<file path="src/rtl/conv_core.sv">
// Streaming 1-D convolution engine: shifts samples into a LEN-deep window and
// produces the window/kernel dot product using one shared multiply-accumulate.
package Conv;
    localparam int WIDTH = 8;
    localparam int LEN   = 4;

    typedef logic [WIDTH-1:0]   data_t;
    typedef logic [2*WIDTH-1:0] result_t;

    typedef struct packed {
        data_t [LEN-1:0] data;
    } data_vector;
endpackage

module conv_core (
    input  logic             clk,
    input  logic             rst,
    input  Conv::data_t      in_data,
    input  Conv::data_vector kernel,
    input  logic             in_valid,
    output logic             in_ready,
    output Conv::result_t    result,
    output logic             out_valid,
    input  logic             out_ready
);

    localparam int IDX_W = (Conv::LEN > 1) ? $clog2(Conv::LEN) : 1;

    typedef enum logic [1:0] {
        IDLE,
        CALC,
        DONE
    } state_t;

    state_t           state_q, state_d;
    logic [IDX_W-1:0] idx_q, idx_d;
    Conv::result_t    acc_q, acc_d;
    Conv::data_t      win_q [Conv::LEN];
    Conv::data_t      win_d [Conv::LEN];
    Conv::data_vector kreg_q, kreg_d;
    logic             out_valid_q, out_valid_d;
    Conv::result_t    prod;

    // Operands are zero-extended to the full result width before the multiply.
    assign prod = Conv::result_t'(win_q[idx_q]) * Conv::result_t'(kreg_q.data[idx_q]);

    // Masking in_ready during reset keeps a sample offered alongside rst from looking accepted.
    assign in_ready  = (state_q == IDLE) && !rst;
    assign out_valid = out_valid_q;
    assign result    = acc_q;

    always_comb begin
        state_d = state_q;
        idx_d   = idx_q;
        acc_d   = acc_q;
        win_d   = win_q;
        kreg_d  = kreg_q;

        case (state_q)
            IDLE: begin
                if (in_valid && in_ready) begin
                    for (int i = 0; i < Conv::LEN - 1; i++) begin
                        win_d[i] = win_q[i+1];
                    end
                    win_d[Conv::LEN-1] = in_data;
                    kreg_d  = kernel;
                    acc_d   = '0;
                    idx_d   = '0;
                    state_d = CALC;
                end
            end
            CALC: begin
                acc_d = acc_q + prod;
                idx_d = idx_q + IDX_W'(1);
                if (idx_q == IDX_W'(Conv::LEN - 1)) begin
                    state_d = DONE;
                end
            end
            DONE: begin
                if (out_ready) begin
                    state_d = IDLE;
                end
            end
            default: begin
                state_d = IDLE;
            end
        endcase

        out_valid_d = (state_d == DONE);
    end

    always_ff @(posedge clk) begin
        if (rst) begin
            state_q     <= IDLE;
            idx_q       <= '0;
            acc_q       <= '0;
            kreg_q      <= '0;
            out_valid_q <= 1'b0;
            for (int i = 0; i < Conv::LEN; i++) begin
                win_q[i] <= '0;
            end
        end else begin
            state_q     <= state_d;
            idx_q       <= idx_d;
            acc_q       <= acc_d;
            kreg_q      <= kreg_d;
            out_valid_q <= out_valid_d;
            for (int i = 0; i < Conv::LEN; i++) begin
                win_q[i] <= win_d[i];
            end
        end
    end

endmodule

</file>
<file path="config.mk">
export PLATFORM = sky130hd
export DESIGN_NAME = conv_core
export DESIGN_NICKNAME = d
export VERILOG_FILES = /design/src/rtl/conv_core.sv
export SDC_FILE = /design/constraint.sdc
export NUM_CORES = 1
export LEC_CHECK = 0
export ABC_AREA = 1
export CORE_MARGIN = 5
export CORE_UTILIZATION = 53
export CTS_CLUSTER_DIAMETER = 60
export CTS_CLUSTER_SIZE = 14
export DETAILED_ROUTE_END_ITERATION = 7
export PLACE_DENSITY = 0.86
export SLEW_MARGIN = 20
export SYNTH_ARGS = -nofsm -noshare
export SYNTH_HDL_FRONTEND = slang
export SYNTH_SLANG_ARGS = --single-unit
</file>
<file path="constraint.sdc">
create_clock -name clk -period 4.3 [get_ports clk]
set_clock_uncertainty 0.1 [all_clocks]
set_input_delay 0.43 -clock clk [delete_from_list [all_inputs] [get_ports clk]]
set_output_delay 0.43 -clock clk [all_outputs]
set_load 0.01 [all_outputs]
</file>
==> impl_results.md, run 1 <==
* Post-synthesis cell type count at 25
* Root Buffer: clkbuf_16
* Core box area at roughly 0.012 mm2
* Rel. slew slack at a little under half
* Clk buf depth at 2
* Multi-input logic area at ~0.0044 mm2
* Largest net degree at the start of global routing at roughly 70
* Initial DRC count at around 1400
* Reg2reg setup slack at -1050 ps
* Reg2reg start: idx_q[0]
* Clk sinks at between 80 and 90
* Die Area at around 0.014 mm2
* Cells after synthesis at 870
* Setup CP Type: register to register
* Met2 usage at ~50%
* Total Nets Final at 1141
* Commonest non-fill, non-tap cell in the layout: nand2_1
* Post-synth EDFFs at 0
* Status: complete, but fails checks
* Max-slew violations at 0
* Yosys Warn Count at 0
* Register area share after synthesis at between 20% and 30%
* Leakage power at slightly below 0.004 uW
* Initial antenna violation count at 0
* Area contributors post-synth: dfxtp_1 (27%), fa_1 (16%), nand2_1 (12%)
* Syn Area/Cell at between 7 and 8 um2
* Total GRT Usage at a little under a third
* Pre-CTS setup slack at -385 ps
* Share of layout cells above drive strength 1 at ~28%
* TNS Setup at -8370 ps
* Worst setup startpoint: idx_q[0]
* Util after Layout at 77.4%
* Ys flop type: dfxtp_1
* Critical Path Source Type: register
* CTS Hold Bufs at 0
* Hold Startpoint: rst
* Height of the die at ~120 um
* DR vias/cell at roughly 6.5
* Post-synthesis async set-or-reset flop share at 0%
* Worst vdd ir at around 0.26 mV
* DRT antenna net count at 0
* Cts bufs inserted at 9
* RD Place Congestion at roughly 0.97
* DP Area at 0.00752 mm2
* Total gr overflow at 0
* P&R area growth vs syn at 42.0%
* Design area at between 0.008 and 0.009 mm2
* Final setup viols at 12
* CP endpoint kind: register
* Wire per inst at roughly 24 um
* Ports at 62
* CTS tree: built
* Worst Setup EP: result[13]
* Post-Syn Nets at 1000
* Fin. Hold Viols at 0
* Met3 Usage GRT at 7.44%
* Hold Path Class: input port to register
* Final min period at between 5000 and 6000 ps
* FP Rows at 39
* Vias in the first global route at between 7000 and 8000
* I/O Buffers at 61
* Synth Cell Area at 0.00628 mm2
* Share of Yosys cell area claimed by the top area cell type at a little over a quarter
* Worst Setup Slack, final at -1050 ps
* Unrepaired setup endpoints after global routing: true
* # H-tree levels at 3
* TritonRoute pass-1 iters at 8
* Worst R2R End: result[13]
* Ant diodes at 0
* Global route hottest layer: met2
* Failing checks: design-rule violations, negative setup slack
* Arrival time worst endpoint at approximately 5500 ps
* PD cells at ~260 mW/mm2
* Required @ worst endpoint at ~4400 ps
* Max Fclk at approximately 190 MHz
* First-pass GRT wire length at roughly 35 mm
* Final wirelength at 27.6 mm
* Starting Density at between 50% and 60%
* CP max FO at 6
* Worst reg2reg path depth at 24
* Slew @ Worst Pin at 783 ps
* Part of the cycle the worst path needs at 124%
* Chip width at roughly 120 um
* Clk slew on worst S/H paths at about 70 ps
* Via count at approximately 7600
* Max Cap Viol at 0
* Largest area contributor in the netlist: dfxtp_1
* Power, Total at 2280 uW
* Register area at 0.00171 mm2
* DP HPWL at approximately 12 mm
* Fill cells at ~630
* #FFs+latches synth at 85
* Worst-skew pair later-pin latency at roughly 370 ps
* Commonest cells after routing, fill and taps aside: nand2_1 (150), inv_1 (143), a21oi_1 (97), dfxtp_1 (83), buf_4 (79)
* DRC at around 280
* GRT met1 Usage at a little over a third
cell usage after synthesis (4+ instances only):
library cell and n:
dfxtp_1 85, o21ai_0 23, inv_1 169, a21oi_1 110, inv_2 8, a32oi_1 9
buf_6 5, buf_2 9, ha_1 36, a32oi_2 7, nand4_1 5, buf_4 4
nor2_1 59, nand2_1 194, clkbuf_1 19, nand3_1 66, fa_1 50
metal layers:
metal | up-vias | share of wire [%]
met2 | 849 | 44
met4 | 0 | 10
met3 | 330 | 13
met1 | 3402 | 33
li1 | 2997 | -
met5 | - | 0
report_power, final:
part	internal (uW)	total [uW]	switching [uW]
registers	816	840	24.0
logic	279	644	365
clock network	404	793	389
total	1500	2280	778
repair_timing:
action / CTS / global route
gates resized for setup: 125 / 84
setup endpoints to repair: 11 / 12
buffers inserted: 19 / 21
gates cloned: 3 / 1
pin swaps: 60 / 53
state kept, by name, summed over array words and instances (netlist names):
register / cells
kreg_q: 32
win_q: 32
result: 16
idx_q: 2
state_q: 2
out_valid: 1
critical path, cell delays in order, from the launching register on:
cell	delay, ps
dfxtp_4	470
buf_6	150
buf_16	130
nand2_4	50
a32oi_4	310
buf_6	160
buf_6	90
buf_4	110
inv_1	70
nor2_1	400
ha_1	350
fa_1	480
fa_1	540
inv_2	50
fa_1	550
inv_2	70
ha_4	260
nand2_2	80
nand2_2	70
inv_1	140
nand2_2	100
nand2_2	110
nand4_1	170
nand3_1	130
a21oi_1	60
stage by stage:
step	hold slack (ps)	instances
after floorplan	330	870
after global placement	344	1099
after detailed placement	348	1099
after CTS	337	1137
after global routing	371	1159
final	324	1159
logic make-up after synthesis:
family,after synthesis,share of synthesized area (%)
adder cells (fa/ha/maj),86,23.1
flip-flops,85,27.1
AO/OA/AOI/OAI,150,13.8
AND/OR/NAND/NOR,328,21.4
buffers and inverters,217,14.0
XOR/XNOR,4,0.558
final cells by class:
cell class	instances	area share, %
clock buffer	10	2.57
clock inverter	6	0.631
inverter	178	7.66
multi-input combinational	568	49.8
sequential	85	19.1
tap	143	2.01
timing repair buffer	169	18.2
how the worst min path moves through the flow:
stage	end	slack, ps	cells past startpoint
after floorplan	kreg_q[7]	330	2
after global placement	kreg_q[2]	340	2
after detailed placement	win_q[31]	350	2
after CTS	kreg_q[10]	340	4
after global routing	kreg_q[10]	370	4
final	kreg_q[10]	320	4
Power figures use the tool's default switching activity.
==> inputs of run 2 (changes only) <==
--- a/config.mk
+++ b/config.mk
@@ -11,7 +11,7 @@
 export CTS_CLUSTER_DIAMETER = 60
 export CTS_CLUSTER_SIZE = 14
 export DETAILED_ROUTE_END_ITERATION = 7
-export PLACE_DENSITY = 0.86
+export PLACE_DENSITY = 0.75
 export SLEW_MARGIN = 20
 export SYNTH_ARGS = -nofsm -noshare
 export SYNTH_HDL_FRONTEND = slang
==> run 2 against run 1 <==
The run ends with negative setup slack left. Hold slack better by 44 ps. Power shrank 1.4%. First-iteration DRC count is 56% lower. Via count down 15%. Clock power up 4.9%. Critical path depth decreased by 1. Core utilization decreased by 0.42 points.
==> impl_results.md, run 2 (synthesis results as in run 1) <==
* Via count at 6453 (-15%)
* Final min period at 4810 ps (-542 ps)
* Max-slew violations at 0 (unchanged)
* Height of the die at 119 um (unchanged)
* Worst-skew pair later-pin latency at 350 ps (-20 ps)
* CTS Hold Bufs at 0 (unchanged)
* DR vias/cell at 5.63 (-14%)
* I/O Buffers at 61 (unchanged)
* Largest net degree at the start of global routing at 69 (unchanged)
* Wire per inst at 17.3 um (-27%)
* Slew @ Worst Pin at 789 ps (+6.29 ps)
* Arrival time worst endpoint at 4990 ps (-480 ps)
* Hold Path Class: register to register
* Chip width at 119 um (unchanged)
* Initial antenna violation count at 0 (unchanged)
* Status: complete, but fails checks
* Part of the cycle the worst path needs at 112% (-13 points)
* Sw Share at 31.4% (-2.8 points)
* Initial DRC count at 593 (-56%)
* Pint at 1540 uW (+2.8%)
* Setup CP Type: register to register
* Combinational Power Share at 25.8% (-2.5 points)
* Total GRT Usage at 25.9% (-5.1 points)
* Cts bufs inserted at 9 (unchanged)
* Leakage power at 0.00388 uW (-1.2%)
* CP endpoint kind: register
* First-pass GRT wire length at 30.1 mm (-14%)
* Final setup viols at 11 (-1)
* RD Place Congestion at 0.927 (-4.0%)
* Core box area at 0.0115 mm2 (unchanged)
* P&R area growth vs syn at 41.2%
* # H-tree levels at 3 (unchanged)
* Util after Layout at 77.0% (-0.42 points)
* Root Buffer: clkbuf_16
* FP Rows at 39 (unchanged)
* DP HPWL at 11.8 mm (-5.1%)
* Commonest non-fill, non-tap cell in the layout: nand2_1
* Commonest cells after routing, fill and taps aside: nand2_1 (153), inv_1 (141), a21oi_1 (94), dfxtp_1 (84), buf_4 (69)
* CTS tree: built
* Total gr overflow at 0 (unchanged)
* Worst vdd ir at 0.239 mV (-9.1%)
* CP max FO at 8 (+2)
* Ports at 62 (unchanged)
* Clk slew on worst S/H paths at 70 ps (about the same)
* NetSw at 703 uW (-9.5%)
* TritonRoute pass-1 iters at 6 (-2)
* DRT antenna net count at 0 (unchanged)
* Fin. Hold Viols at 0 (unchanged)
* Worst Setup Slack, final at -511 ps (+542 ps)
* Ant diodes at 0 (unchanged)
* DRC at 0 (-100%)
* Failing checks: negative setup slack
* Critical Path Source Type: register
* Vias in the first global route at 6313 (-11%)
* Die Area at 0.0141 mm2 (unchanged)
* Final hold slack at 368 ps (+43.6 ps)
* Unrepaired setup endpoints after global routing: true
* Total Nets Final at 1129 (-1.1%)
* Final wirelength at 19.9 mm (-28%)
* Share of layout cells above drive strength 1 at 27.7% (-0.66 points)
* Placed cell count at 1098 (-0.091%)
* Final Non-Filler Cells at 1147 (-1.0%)
* Clk buf depth at 2 (unchanged)
* Clk sinks at 85 (unchanged)
* Max Cap Viol at 0 (unchanged)
* Rel. slew slack at 47.4% (-0.42 points)
* Clock network fraction of total power at 37.1% (+2.3 points)
* PD cells at 253 mW/mm2 (-0.88%)
* Starting Density at 54.5% (unchanged)
* Required @ worst endpoint at 4480 ps (+60 ps)
* Max Fclk at 208 MHz (+11%)
* Part of the power in registers at 37.2% (+0.3 points)
==> run 2: worst paths after layout <==
kind | endpoint | start | cells after the start | slack [ps]
worst max-delay path | result[12] | idx_q[0] | 23 | -510
worst min-delay path | kreg_q[13] | kreg_q[13] | 2 | 370
worst max register to register | result[12] | idx_q[0] | 23 | -510
worst min register to register | kreg_q[13] | kreg_q[13] | 2 | 370
==> run 2: stage by stage <==
step | total power (uW) | cell area, um2 | worst slack, ps | TNS [ps]
floorplan | 1100 | 6430 | -5.88 | -6.83
global placement | 1260 | 7510 | -380 | -2690
detailed placement | 1270 | 7510 | -469 | -3840
CTS | 2170 | 8480 | -263 | -1760
global route | 2320 | 8870 | -636 | -5200
finish | 2240 | 8870 | -511 | -3860
==> run 2: repair_timing <==
| item | 4_1_cts | 5_1_grt |
|---|---|---|
| gates resized for setup | 122 | 83 |
| pin swaps | 61 | 54 |
| setup endpoints to repair | 11 | 12 |
| gates cloned | 3 | 3 |
| buffers inserted | 19 | 10 |
==> run 2: metal layers <==
metal  share of wire, %  vias up  track usage, %
li1                   -     2978               -
met5                  0        -               0
met4                3.2        0            8.91
met3                8.3       73            5.21
met2                 48      346            43.3
met1                 40     3056            33.8
==> run 2: layout make-up <==
| type | count | area [um2] |
|---|---|---|
| timing repair buffer | 157 | 1530 |
| tap | 143 | 179 |
| sequential | 85 | 1710 |
| multi-input combinational | 568 | 4460 |
| clock inverter | 6 | 77.6 |
| inverter | 178 | 683 |
| fill | 717 | 2650 |
| clock buffer | 10 | 229 |
==> run 2: worst max-delay path: stages, from the launching register on <==
cell and delay, ps:
dfxtp_4 380, buf_12 150, buf_12 110, buf_16 110, a21oi_1 90, a32oi_2 350, nand2_2 110, fa_1 540
inv_1 60, fa_1 460, fa_1 570, inv_2 40, fa_1 510, inv_2 50, ha_4 270, nand2_2 60
nand2_2 70, inv_2 80, nand2_1 70, nand2_1 90, nand3_1 90, nand2_1 90, nand3_2 100, a21oi_2 150
==> run 2: power by group through the flow <==
stage,sequential (uW),combinational [uW],clock (uW)
floorplan,846,252,0
global placement,850,407,0
detailed placement,850,416,0
CTS,833,511,830
global route,836,620,867
finish,834,578,832
